### src/rtl/blackjack_table_if.sv
// rtl/blackjack_table_if.sv - card stream between card source and blackjack table
interface blackjack_table_if;
    logic [4:0] card;
    logic       card_valid;
    logic       card_req;

    modport master (output card, output card_valid, input card_req);
    modport slave  (input card, input card_valid, output card_req);
endinterface

### src/rtl/blackjack_table.sv
// rtl/blackjack_table.sv - one-round blackjack controller pulling cards from a request/valid stream
module blackjack_table (
    input  logic                     clk,
    input  logic                     rst_n,
    input  logic                     start,
    input  logic                     hit,
    input  logic                     stay,
    blackjack_table_if.slave         cif,
    output logic [4:0]               player_total,
    output logic [4:0]               dealer_total,
    output logic                     player_soft,
    output logic                     dealer_soft,
    output logic                     busy,
    output logic                     done,
    output logic [1:0]               result
);

    typedef enum logic [3:0] {
        S_IDLE, S_DEAL_P1, S_DEAL_D1, S_DEAL_P2, S_DEAL_D2,
        S_PLAYER, S_P_DRAW, S_DEALER, S_D_DRAW, S_RESOLVE, S_DONE
    } state_t;

    state_t     state, state_nxt;
    logic [4:0] p_hard, d_hard;
    logic       p_ace, d_ace;
    logic [1:0] result_q;

    logic       req, card_ok, take, to_player, idle_like;
    logic       p_soft_w, d_soft_w;
    logic [4:0] p_best, d_best, p_sum;

    // An ace counts as 11 only while that keeps the hand at or under 21.
    always_comb begin
        p_soft_w  = p_ace && (p_hard <= 5'd11);
        d_soft_w  = d_ace && (d_hard <= 5'd11);
        p_best    = p_soft_w ? p_hard + 5'd10 : p_hard;
        d_best    = d_soft_w ? d_hard + 5'd10 : d_hard;
        req       = state inside {S_DEAL_P1, S_DEAL_D1, S_DEAL_P2, S_DEAL_D2, S_P_DRAW, S_D_DRAW};
        to_player = state inside {S_DEAL_P1, S_DEAL_P2, S_P_DRAW};
        idle_like = (state == S_IDLE) || (state == S_DONE);
        card_ok   = (cif.card >= 5'd1) && (cif.card <= 5'd10);
        take      = req && cif.card_valid && card_ok;
        p_sum     = p_hard + cif.card;
    end

    always_ff @(posedge clk or negedge rst_n) begin
        if (!rst_n) state <= S_IDLE;
        else        state <= state_nxt;
    end

    always_comb begin
        state_nxt = state;
        case (state)
            S_IDLE, S_DONE: if (start) state_nxt = S_DEAL_P1;
            S_DEAL_P1:      if (take) state_nxt = S_DEAL_D1;
            S_DEAL_D1:      if (take) state_nxt = S_DEAL_P2;
            S_DEAL_P2:      if (take) state_nxt = S_DEAL_D2;
            S_DEAL_D2:      if (take) state_nxt = S_PLAYER;
            S_PLAYER: begin
                if (p_best == 5'd21 || stay) state_nxt = S_DEALER;
                else if (hit)                state_nxt = S_P_DRAW;
            end
            S_P_DRAW:       if (take) state_nxt = (p_sum > 5'd21) ? S_RESOLVE : S_PLAYER;
            S_DEALER:       state_nxt = (d_best < 5'd17) ? S_D_DRAW : S_RESOLVE;
            S_D_DRAW:       if (take) state_nxt = S_DEALER;
            S_RESOLVE:      state_nxt = S_DONE;
            default:        state_nxt = S_IDLE;
        endcase
    end

    always_ff @(posedge clk or negedge rst_n) begin
        if (!rst_n) begin
            p_hard   <= 5'd0;
            d_hard   <= 5'd0;
            p_ace    <= 1'b0;
            d_ace    <= 1'b0;
            result_q <= 2'b00;
        end else if (idle_like && start) begin
            p_hard   <= 5'd0;
            d_hard   <= 5'd0;
            p_ace    <= 1'b0;
            d_ace    <= 1'b0;
            result_q <= 2'b00;
        end else if (take) begin
            if (to_player) begin
                p_hard <= p_sum;
                p_ace  <= p_ace | (cif.card == 5'd1);
            end else begin
                d_hard <= d_hard + cif.card;
                d_ace  <= d_ace | (cif.card == 5'd1);
            end
        end else if (state == S_RESOLVE) begin
            if (p_hard > 5'd21)       result_q <= 2'b10;
            else if (d_hard > 5'd21)  result_q <= 2'b01;
            else if (p_best > d_best) result_q <= 2'b01;
            else if (p_best < d_best) result_q <= 2'b10;
            else                      result_q <= 2'b11;
        end
    end

    assign cif.card_req  = req;
    assign player_total  = p_best;
    assign dealer_total  = d_best;
    assign player_soft   = p_soft_w;
    assign dealer_soft   = d_soft_w;
    assign busy          = !idle_like;
    assign done          = (state == S_DONE);
    assign result        = result_q;

endmodule
### src/flat_wrapper.sv
// flat-port wrapper written by rule: the top's interface ports become plain ports
module blackjack_table_flat 
  (clk, rst_n, start, hit, stay, player_total, dealer_total, player_soft, dealer_soft, busy, done, result, cif_card, cif_card_valid, cif_card_req);
  blackjack_table_if cif_i ();
  input  logic clk;
  input  logic rst_n;
  input  logic start;
  input  logic hit;
  input  logic stay;
  output logic [4:0] player_total;
  output logic [4:0] dealer_total;
  output logic player_soft;
  output logic dealer_soft;
  output logic busy;
  output logic done;
  output logic [1:0] result;
  input wire logic [$bits(cif_i.card)-1:0] cif_card;
  input wire logic [$bits(cif_i.card_valid)-1:0] cif_card_valid;
  output wire logic [$bits(cif_i.card_req)-1:0] cif_card_req;
  assign cif_i.card = cif_card;
  assign cif_i.card_valid = cif_card_valid;
  assign cif_card_req = cif_i.card_req;
  blackjack_table u_core (.clk(clk), .rst_n(rst_n), .start(start), .hit(hit), .stay(stay), .cif(cif_i), .player_total(player_total), .dealer_total(dealer_total), .player_soft(player_soft), .dealer_soft(dealer_soft), .busy(busy), .done(done), .result(result));
endmodule
### config.mk
export PLATFORM = sky130hd
export DESIGN_NAME = blackjack_table_flat
export DESIGN_NICKNAME = d
export VERILOG_FILES = /design/src/rtl/blackjack_table_if.sv /design/src/rtl/blackjack_table.sv /design/src/flat_wrapper.sv
export SDC_FILE = /design/constraint.sdc
export NUM_CORES = 1
export LEC_CHECK = 0
export ABC_AREA = 1
export CAP_MARGIN = 20
export CORE_MARGIN = 1.5
export CORE_UTILIZATION = 51
export CTS_BUF_LIST = sky130_fd_sc_hd__clkbuf_4
export CTS_CLUSTER_DIAMETER = 80
export DETAILED_ROUTE_END_ITERATION = 12
export HOLD_SLACK_MARGIN = 0.05
export PLACE_DENSITY = 0.76
export SYNTH_ARGS = -nofsm -noshare
export SYNTH_HDL_FRONTEND = slang
export SYNTH_SLANG_ARGS = --single-unit
### constraint.sdc
create_clock -name clk -period 2.3 [get_ports clk]
set_clock_uncertainty 0.15 [all_clocks]
set_input_delay 0.575 -clock clk [delete_from_list [all_inputs] [get_ports clk]]
set_output_delay 0.575 -clock clk [all_outputs]
set_load 0.05 [all_outputs]
**Yosys cells after proc, flatten, opt, wreduce, memory -nomap -nowiden**

Cells that the tools add are included.

- Magnitude comparators: 10
- Equal/unequal tests: 22
- Reduce and logical (&&, ||, !) cells: 20
- Bitwise logic cells: 2
- Mux-type cells: 33
- Add/subtract/negate cells: 4

Operators by type and width:

| cell | number |
|---|---|
| 4-bit 2-to-1 mux | 10 |
| 5-bit 2-to-1 mux | 8 |
| 4-bit case mux with 10 select lines | 1 |
| 4-bit by 3-bit == test with 1-bit output (second input constant) | 4 |
| 5-bit greater-than comparator (second input constant) | 3 |
| 5-bit by 4-bit <= comparator with 1-bit output (second input constant) | 3 |
| 4-bit == test (second input constant) | 3 |
| 2-bit 2-to-1 mux | 6 |
| 2-bit by 1-bit inequality test with 1-bit output (second input constant) | 6 |
| 5-bit by 4-bit adder with 5-bit output (second input constant) | 2 |
| 5-bit adder | 2 |
| 4-bit by 2-bit == test with 1-bit output (second input constant) | 2 |
| 1-bit 2-to-1 mux | 8 |
| 8-bit AND reduction | 1 |
| 1-bit logical AND | 6 |
| 2-bit inequality test (second input constant) | 3 |
| 2-bit AND reduction | 3 |
| 2-bit nonzero test | 3 |
| 6-bit nonzero test | 1 |
| 5-bit by 1-bit == test with 1-bit output (second input constant) | 1 |
| 5-bit == test (second input constant) | 1 |
| 5-bit by 1-bit >= comparator with 1-bit output (second input constant) | 1 |
| 5-bit greater-than comparator | 1 |
| 5-bit < comparator | 1 |
| other kinds (9) | 11 |

- Flip-flop bits (word level): 18
- Input bits: 11
- Word-level logic and storage cells: 97

**Longest topological paths before layout**

Gate-level depths: netlist of the first run.

- Depth after elaboration: 11
- Depth in mapped cells: 17
- Gate-level depth less buffers: 17

**Least setup slack after synthesis of the first run**

No wires, ideal clock.

- Path kind: reg2reg
- From: register u_core.d_hard[2]
- To: register u_core.result_q[1] (netlist: u_core.result[1])
- Data arrival time: 3.146 ns
- Stages on the path, launching flop included: 17
- Library setup time: 0.118 ns
- Slack: -1.114 ns
- Path buffers: 0
- Required time: 2.032 ns
- Clock period less this slack: 3.414 ns
- Cells stage by stage: dfrtp_1 inv_1 ha_1 nand3_1 nand2_1 nand2_1 nand3_2 o21ai_0 inv_1 ha_1 nand3_1 nor2_1 nand2_1 nand2_1 nand3_1 nand2_1 nand2_1

- Longest elaborated chain between the ends: 10

RTL lines:

| element | line | source |
|---|---|---|
| start, declared | blackjack_table.sv:24 | `logic [4:0] p_hard, d_hard;` |
| start signal, assigned | blackjack_table.sv:89 | `d_hard <= d_hard + cif.card;` |
| 5-bit by 4-bit <= comparator with 1-bit output | blackjack_table.sv:35 | `d_soft_w = d_ace && (d_hard <= 5'd11);` |
| 1-bit logical AND | blackjack_table.sv:35 |  |
| 5-bit 2-to-1 mux (*) | blackjack_table.sv:37 | `d_best = d_soft_w ? d_hard + 5'd10 : d_hard;` |
| via dealer_total[4] | flat_wrapper.sv:11 | `output logic [4:0] dealer_total;` |
| 5-bit greater-than comparator (*) | blackjack_table.sv:95 | `else if (p_best > d_best) result_q <= 2'b01;` |
| 2-bit 2-to-1 mux (*) | blackjack_table.sv:95 |  |
| 2-bit 2-to-1 mux (*) | blackjack_table.sv:94 | `else if (d_hard > 5'd21) result_q <= 2'b01;` |
| 2-bit 2-to-1 mux (*) | blackjack_table.sv:93 | `if (p_hard > 5'd21) result_q <= 2'b10;` |
| 2-bit 2-to-1 mux (*) | blackjack_table.sv:92 | `end else if (state == S_RESOLVE) begin` |
| 2-bit 2-to-1 mux (*) | blackjack_table.sv:84 | `end else if (take) begin` |
| 2-bit 2-to-1 mux (*) | blackjack_table.sv:78 | `end else if (idle_like && start) begin` |
| end signal, assigned | blackjack_table.sv:93 |  |
| end signal, assigned | blackjack_table.sv:94 |  |
| end signal, assigned | blackjack_table.sv:95 |  |
| end, declared | blackjack_table.sv:26 | `logic [1:0] result_q;` |

Mark *: on every way through the listed nets, which the timed path passes. The rest lies on a longest branch. The select of a mux whose other input is x is not followed.
A chain may end at the register's enable or synchronous reset.

**Worst setup path in the final report of the first run**

- From: register u_core.p_hard[1]
- To: register u_core.state[3]

- Longest elaborated chain between the ends: 7

RTL lines:

| element | line | source |
|---|---|---|
| start, declared | blackjack_table.sv:24 |  |
| start signal, assigned | blackjack_table.sv:86 | `p_hard <= p_sum;` |
| parallel branches: the longest is 7 deep, another holds 5-bit adder | n/a |  |
| end signal, assigned | blackjack_table.sv:48 | `else state <= state_nxt;` |
| end, declared | blackjack_table.sv:23 | `state_t state, state_nxt;` |

Several ways; the timed one is not identified. The select of a mux whose other input is x is not followed.

==> results by group, run 1 <==
Logic synthesis
  • Seq cells post-synth: 18
  • Mapped cell area: 1790 um2
  • Register area share after synthesis: 0.252
  • Synth area leader: dfrtp_1
  • Syn nets: 279
  • Mean Syn Cell Area: 7.21 um2
  • Synth unique cells: 34
  • Yosys top cell area share: 0.252
  • Synthesized netlist cell count: 248
  • Synth top area cells: dfrtp_1 25%, ha_1 13%, nand2_1 9.9%, inv_1 7.1%, nor2_1 6.1%
  • Synth Warn #: 0

Layout
  • Final instance area: 3130 um2
  • Layout cell share with drive strength beyond 1: 0.482
  • Most frequent cells in the layout: 51 x buf_4, 37 x nand2_1, 27 x inv_1
  • Inserted Diodes: 0
  • Layout fillers: 116
  • Final net count: 372
  • Area Overhead vs Synth: 74.8%
  • Layout Cells excl Fill: 386
  • Commonest non-fill, non-tap cell in the layout: buf_4

Floorplanning
  • Core Rows: 21
  • Die ar.: 3870 um2
  • Core region area: 3360 um2
  • Die Y: 62.2 um
  • Initial core utilization: 0.532
  • Die W: 62.2 um
  • I/O pin total: 28

Power
  • Power per cell area: 1270 nW/um2
  • Maximum VDD drop: 1.15 mV
  • Static Leakage: 1.48 nW

Global route
  • Largest net degree at the start of global routing: 19
  • Initial antenna violation count: 0
  • All-Layer GR Usage: 0.322
  • First-pass GRT wire length: 9.94 mm
  • Vias in the first global route: 2121
  • GRT overflow: 0

Flow run
  • Total of max-cap violations: 0

CTS
  • Max H-tree Level: 1
  • Clk sinks: 18
  • Root Driver: clkbuf_4
  • Total CTS buffers: 3
  • Skew-Pair Late Insertion Delay: 0.31 ns
  • CTS tree: done
  • Longest Clk Path Bufs: 2
  • Clk slew on worst S/H paths: 0.12 ns
  • CTS Hold Bufs: 0

Critical path
  • R2r endpoint: u_core.state[3]
  • Setup crit end kind: flop
  • Crit Path Class: flop to flop
  • Crit path DAT: 2.69 ns
  • Max FO, Critical Path: 5
  • Cell count of the worst reg-to-reg path: 17
  • Startpoint types: flop
  • WP data required: 2.38 ns
  • Worst reg-to-reg setup slack: -0.31 ns
  • Reg2reg start: u_core.p_hard[1]

Route
  • Routed WL: 7.89 mm
  • Total iterations of the first detailed-routing run: 5
  • Antenna Nets Post-Route: 0
  • DRC: 0
  • DR vias/cell: 6.03
  • Via Count: 2329
  • Avg WL per Cell: 20.4 um
  • Initial drt markers: 276

Timing
  • Least-Margin Pin Slew: 0.494 ns
  • Number of setup violations in the final report: 18
  • Crit path time final: 2.61 ns
  • Final hold vios: 0
  • Final period utilization: 1.14
  • Relative slew slack: 0.670
  • Total Neg Setup Slack: -3.69 ns
  • Crit path setup slack, layout: -0.314 ns
  • Worst hold slack: 0.365 ns
  • Max Freq: 383 MHz
  • Final Slew Violations: 0
  • Unrepaired setup endpoints after global routing: yes

Min path
  • Hold Path Origin: u_core.result[1]
  • Hold Path Stages: 2
  • Worst hold path type: flop to flop
  • Hold Path Sink: u_core.result[1]

Placed design
  • Port buffer count: 27
  • Inst Count DP: 351
  • Detail Placement HPWL: 3.91 mm
  • Routability Congestion: 0.965
  • Area after DPL: 2580 um2

Status
  • Failing checks: setup timing
  • Status: finished with violations
[synth_stat cells, drive strengths merged]
| master | number |
|---|---|
| ha | 18 |
| a211oi | 1 |
| nand3b | 1 |
| o211ai | 2 |
| o2111ai | 1 |
| a221oi | 1 |
| inv | 43 |
| o31ai | 1 |
| dfrtp | 18 |
| o22ai | 5 |
| fa | 2 |
| a21oi | 12 |
| nor4 | 1 |
| o21ai | 18 |
| nand3 | 18 |
| xor2 | 6 |
| nand4 | 7 |
| xnor2 | 6 |
| buf | 3 |
| nor2 | 31 |
| nand2 | 53 |
[registers in the layout, indices dropped and copies added (netlist names)]
signal,cells
u_core.p_ace,1
u_core.d_ace,1
u_core.p_hard,5
u_core.state,4
u_core.result,2
u_core.d_hard,5
[cell type report]
class	instances	area, um2	share of cell area
multi-input cells	184	1470	0.471
inverters	43	169	0.0540
flip-flops and latches	18	454	0.145
clock inverters	1	3.75	0.00120
clock buffers	3	22.5	0.00720
repair buffers	91	946	0.303
well taps	46	57.6	0.0184
[worst max path at each step]
stage	start	to	slack (ns)	depth (start not counted)
floorplan	u_core.d_hard[2]	u_core.result[1]	-0.21	16
global placement	cif_card[0]	u_core.state[2]	-0.45	10
detailed placement	cif_card[0]	u_core.state[3]	-0.49	10
CTS	u_core.p_hard[2]	player_total[2]	-0.20	10
global route	u_core.p_hard[1]	u_core.state[3]	-0.46	17
finish	u_core.p_hard[1]	u_core.state[3]	-0.31	17
[metal layers]
metal | vias up | wire [um] | global-route usage
met5 | - | 0 | 0
met1 | 1092 | 2760 | 0.385
li1 | 997 | - | -
met3 | 58 | 672 | 0.0417
met2 | 182 | 4040 | 0.605
met4 | 0 | 413 | 0.0861
[logic make-up (layout without fill, tap and decap cells)]
family          Yosys count  in the layout  share of synthesized area
flops                    18             18                      0.252
simple gates            111            111                      0.294
buf+inv                  46            138                      0.101
fa+ha+maj                20             20                      0.148
compound gates           41             41                      0.146
xor+xnor                 12             12                     0.0587
[worst max-delay path, stage by stage (launching register included)]
cell and delay, ns:
dfrtp_1 0.44, buf_6 0.15, buf_6 0.11, buf_6 0.11
ha_4 0.17, nor2_4 0.08, nand3_2 0.08, nand2_1 0.08
nand2_2 0.10, buf_6 0.13, buf_6 0.12, nor2_4 0.06
nand4_1 0.17, nand3_1 0.17, nand2_2 0.13, inv_4 0.11
nand2_1 0.06, o21ai_1 0.10
[per-stage QoR]
step           worst slack, ns  power, mW  utilization
6_report                -0.314       3.97        0.930
5_1_grt                 -0.464       4.14        0.930
4_1_cts                 -0.199       3.32        0.837
3_5_place_dp            -0.493       2.97        0.767
3_3_place_gp            -0.447       2.93        0.767
2_1_floorplan           -0.208       2.10            -
[timing repair]
| action | 4_1_cts | 5_1_grt |
|---|---|---|
| resized for setup | 24 | 47 |
| pin swaps | 16 | 24 |
| endpoints found under the setup margin | 16 | 19 |
| hold endpoints to repair | 0 | 0 |
| setup buffers | 13 | 18 |
[report_power, final]
group / leakage [nW] / switching, mW / internal, mW
clock network: 0.0154 / 0.114 / 0.0635
registers: 0.238 / 0.140 / 0.421
logic: 1.22 / 1.88 / 1.35
Power figures use the tool's default switching activity.
==> run 2: changes to the inputs <==
--- a/config.mk
+++ b/config.mk
@@ -7,13 +7,16 @@
 export LEC_CHECK = 0
 export ABC_AREA = 1
 export CAP_MARGIN = 20
+export CELL_PAD_IN_SITES_DETAIL_PLACEMENT = 2
+export CELL_PAD_IN_SITES_GLOBAL_PLACEMENT = 2
 export CORE_MARGIN = 1.5
-export CORE_UTILIZATION = 51
+export CORE_UTILIZATION = 28
 export CTS_BUF_LIST = sky130_fd_sc_hd__clkbuf_4
 export CTS_CLUSTER_DIAMETER = 80
 export DETAILED_ROUTE_END_ITERATION = 12
 export HOLD_SLACK_MARGIN = 0.05
-export PLACE_DENSITY = 0.76
+export PLACE_DENSITY = 0.74
+export RECOVER_POWER = 100
 export SYNTH_ARGS = -nofsm -noshare
 export SYNTH_HDL_FRONTEND = slang
 export SYNTH_SLANG_ARGS = --single-unit
==> results by group, run 2 (synthesized netlist as in run 1, its figures left out) <==
Status
  • Status: finished with violations (unchanged)
  • Failing checks: setup timing (unchanged)

Power
  • Power per cell area: 1340 nW/um2 (was 1270 nW/um2)
  • Total power: 4.30 mW (was 3.97 mW)
  • Maximum VDD drop: 0.749 mV (was 1.15 mV)
  • Static Leakage: 1.53 nW (was 1.48 nW)

Timing
  • Total Neg Setup Slack: -3.10 ns (was -3.69 ns)
  • Number of setup violations in the final report: 17 (was 18)
  • Final period utilization: 1.13 (was 1.14)
  • Final Slew Violations: 0 (unchanged)
  • Crit path time final: 2.61 ns (about the same)
  • Relative slew slack: 0.191 (was 0.670)
  • Crit path setup slack, layout: -0.306 ns (was -0.314 ns)
  • Final hold vios: 0 (unchanged)
  • Unrepaired setup endpoints after global routing: yes (unchanged)
  • Max Freq: 384 MHz (was 383 MHz)
  • Least-Margin Pin Slew: 1.21 ns (was 0.494 ns)

Layout
  • Most frequent cells in the layout: 50 x buf_4, 34 x nand2_1, 27 x inv_1 (was 51 x buf_4, 37 x nand2_1, 27 x inv_1)
  • Area Overhead vs Synth: 79.9% (was 74.8%)
  • Layout Cells excl Fill: 416 (was 386)
  • Commonest non-fill, non-tap cell in the layout: buf_4 (unchanged)
  • Layout cell share with drive strength beyond 1: 0.487 (was 0.482)
  • Inserted Diodes: 0 (unchanged)
  • Final net count: 373 (was 372)
  • Layout fillers: 642 (was 116)
  • Top Registers: u_core.d_hard (5), u_core.p_hard (5), u_core.state (4) (unchanged)

CTS
  • Skew-Pair Late Insertion Delay: 0.34 ns (was 0.31 ns)
  • CTS tree: done (unchanged)
  • Longest Clk Path Bufs: 2 (unchanged)
  • Root Driver: clkbuf_4 (unchanged)
  • Clk slew on worst S/H paths: 0.15 ns (was 0.12 ns)
  • CTS Hold Bufs: 0 (unchanged)
  • Clk sinks: 18 (unchanged)
  • Total CTS buffers: 3 (unchanged)
  • Max H-tree Level: 1 (unchanged)

Floorplanning
  • Die ar.: 6880 um2 (was 3870 um2)
  • Initial core utilization: 0.295 (was 0.532)
  • Die Y: 82.9 um (was 62.2 um)
  • Die W: 82.9 um (was 62.2 um)
  • Core Rows: 28 (was 21)
  • I/O pin total: 28 (unchanged)
  • Core region area: 6060 um2 (was 3360 um2)

Route
  • DRC: 0 (unchanged)
  • Avg WL per Cell: 24.0 um (was 20.4 um)
  • DR vias/cell: 5.16 (was 6.03)
  • Via Count: 2148 (was 2329)
  • Initial drt markers: 58 (was 276)
  • Routed WL: 9.98 mm (was 7.89 mm)
  • Total iterations of the first detailed-routing run: 4 (was 5)
  • Antenna Nets Post-Route: 0 (unchanged)

Global route
  • GRT met3 Usage: 0.0318 (was 0.0417)
  • Initial antenna violation count: 0 (unchanged)
  • GRT overflow: 0 (unchanged)
  • All-Layer GR Usage: 0.232 (was 0.322)
  • Vias in the first global route: 2398 (was 2121)
  • Global-route met1 utilization: 0.273 (was 0.385)
  • GRT Max-Usage Layer: met2 (unchanged)
  • First-pass GRT wire length: 12.7 mm (was 9.94 mm)
  • Met2 usage: 0.445 (was 0.605)
  • Largest net degree at the start of global routing: 19 (unchanged)

Placed design
  • Port buffer count: 27 (unchanged)
  • Detail Placement HPWL: 5.56 mm (was 3.91 mm)
  • Inst Count DP: 387 (was 351)
  • Routability Congestion: 0.832 (was 0.965)

Critical path
  • Worst Setup SP: u_core.p_hard[2] (was u_core.p_hard[1])
  • Setup crit end kind: primary output (was flop)
  • Crit Path Class: flop to primary output (was flop to flop)
  • Reg2reg start: u_core.p_hard[2] (was u_core.p_hard[1])
  • Max FO, Critical Path: 3 (was 5)
  • WP data required: 1.57 ns (was 2.38 ns)
  • Startpoint types: flop (unchanged)
  • Crit path DAT: 1.88 ns (was 2.69 ns)

Min path
  • Worst hold path type: flop to flop (unchanged)
  • Hold Path Origin: u_core.result[1] (unchanged)

Flow run
  • Total of max-cap violations: 0 (unchanged)
==> run 2: cell types whose count changed in the layout (fill, tap and decap cells not counted), moves of 3 or more <==
| cell | before | now |
|---|---|---|
| a21oi_2 | 5 | 2 |
| inv_2 | 14 | 10 |
| inv_4 | 1 | 5 |
| nand2_1 | 37 | 34 |
| nand2_2 | 13 | 10 |
| nand2_4 | 3 | 9 |
==> run 2: power by group <==
group	total (mW)	internal [mW]	switching, mW
Clock	0.198	0.0638	0.134
Combinational	3.55	1.47	2.08
Sequential	0.558	0.421	0.136
Total	4.30	1.95	2.35
==> run 2: final timing paths <==
path                                    endpoint  slack (ns)  cells past startpoint
worst max-delay path             player_total[2]       -0.31                     11
worst min-delay path            u_core.result[1]        0.42                      2
worst max register to register  u_core.result[1]       -0.28                     18
worst min register to register  u_core.result[1]        0.42                      2
max in group asynchronous        u_core.state[1]        0.32                      2
min in group asynchronous       u_core.result[1]        0.85                      2
==> run 2: area by class of cell <==
type | count | area, um2 | share of cell area
Clock buffer | 3 | 22.5 | 0.00700
Timing Repair Buffer | 92 | 956 | 0.297
Inverter | 43 | 179 | 0.0556
Multi-Input combinational cell | 184 | 1510 | 0.469
Tap cell | 75 | 93.8 | 0.0292
Sequential cell | 18 | 454 | 0.141
Clock inverter | 1 | 3.75 | 0.00117
==> run 2: timing repair <==
action | in CTS | in global routing
endpoints found under the setup margin | 15 | 22
setup buffers | 11 | 15
pin swaps | 19 | 26
resized for setup | 38 | 48
==> run 2: critical path: stages (launching register included) <==
cell and delay [ns]:
dfrtp_1 0.42, inv_2 0.07, ha_2 0.17, nand3_2 0.06
nand2_2 0.08, nand2_4 0.07, nand3_4 0.13, buf_6 0.13
nand2_2 0.07, o21ai_4 0.08, buf_6 0.14, buf_12 0.13
==> run 2: metal layers <==
| layer | up-vias | wire (um) |
|---|---|---|
| li1 | 998 | - |
| met1 | 1080 | 3930 |
| met2 | 46 | 5470 |
| met3 | 24 | 232 |
| met4 | 0 | 346 |
| met5 | - | 0 |
==> run 2: metrics by stage <==
stage	setup WS (ns)	cell area, um2	hold slack (ns)	utilization
after floorplan	-0.208	1900	0.129	-
after global placement	-0.472	2670	0.310	0.441
after detailed placement	-0.610	2670	0.327	0.441
after CTS	-0.238	2920	0.359	0.482
after global routing	-0.377	3220	0.427	0.531
final	-0.306	3220	0.416	0.531
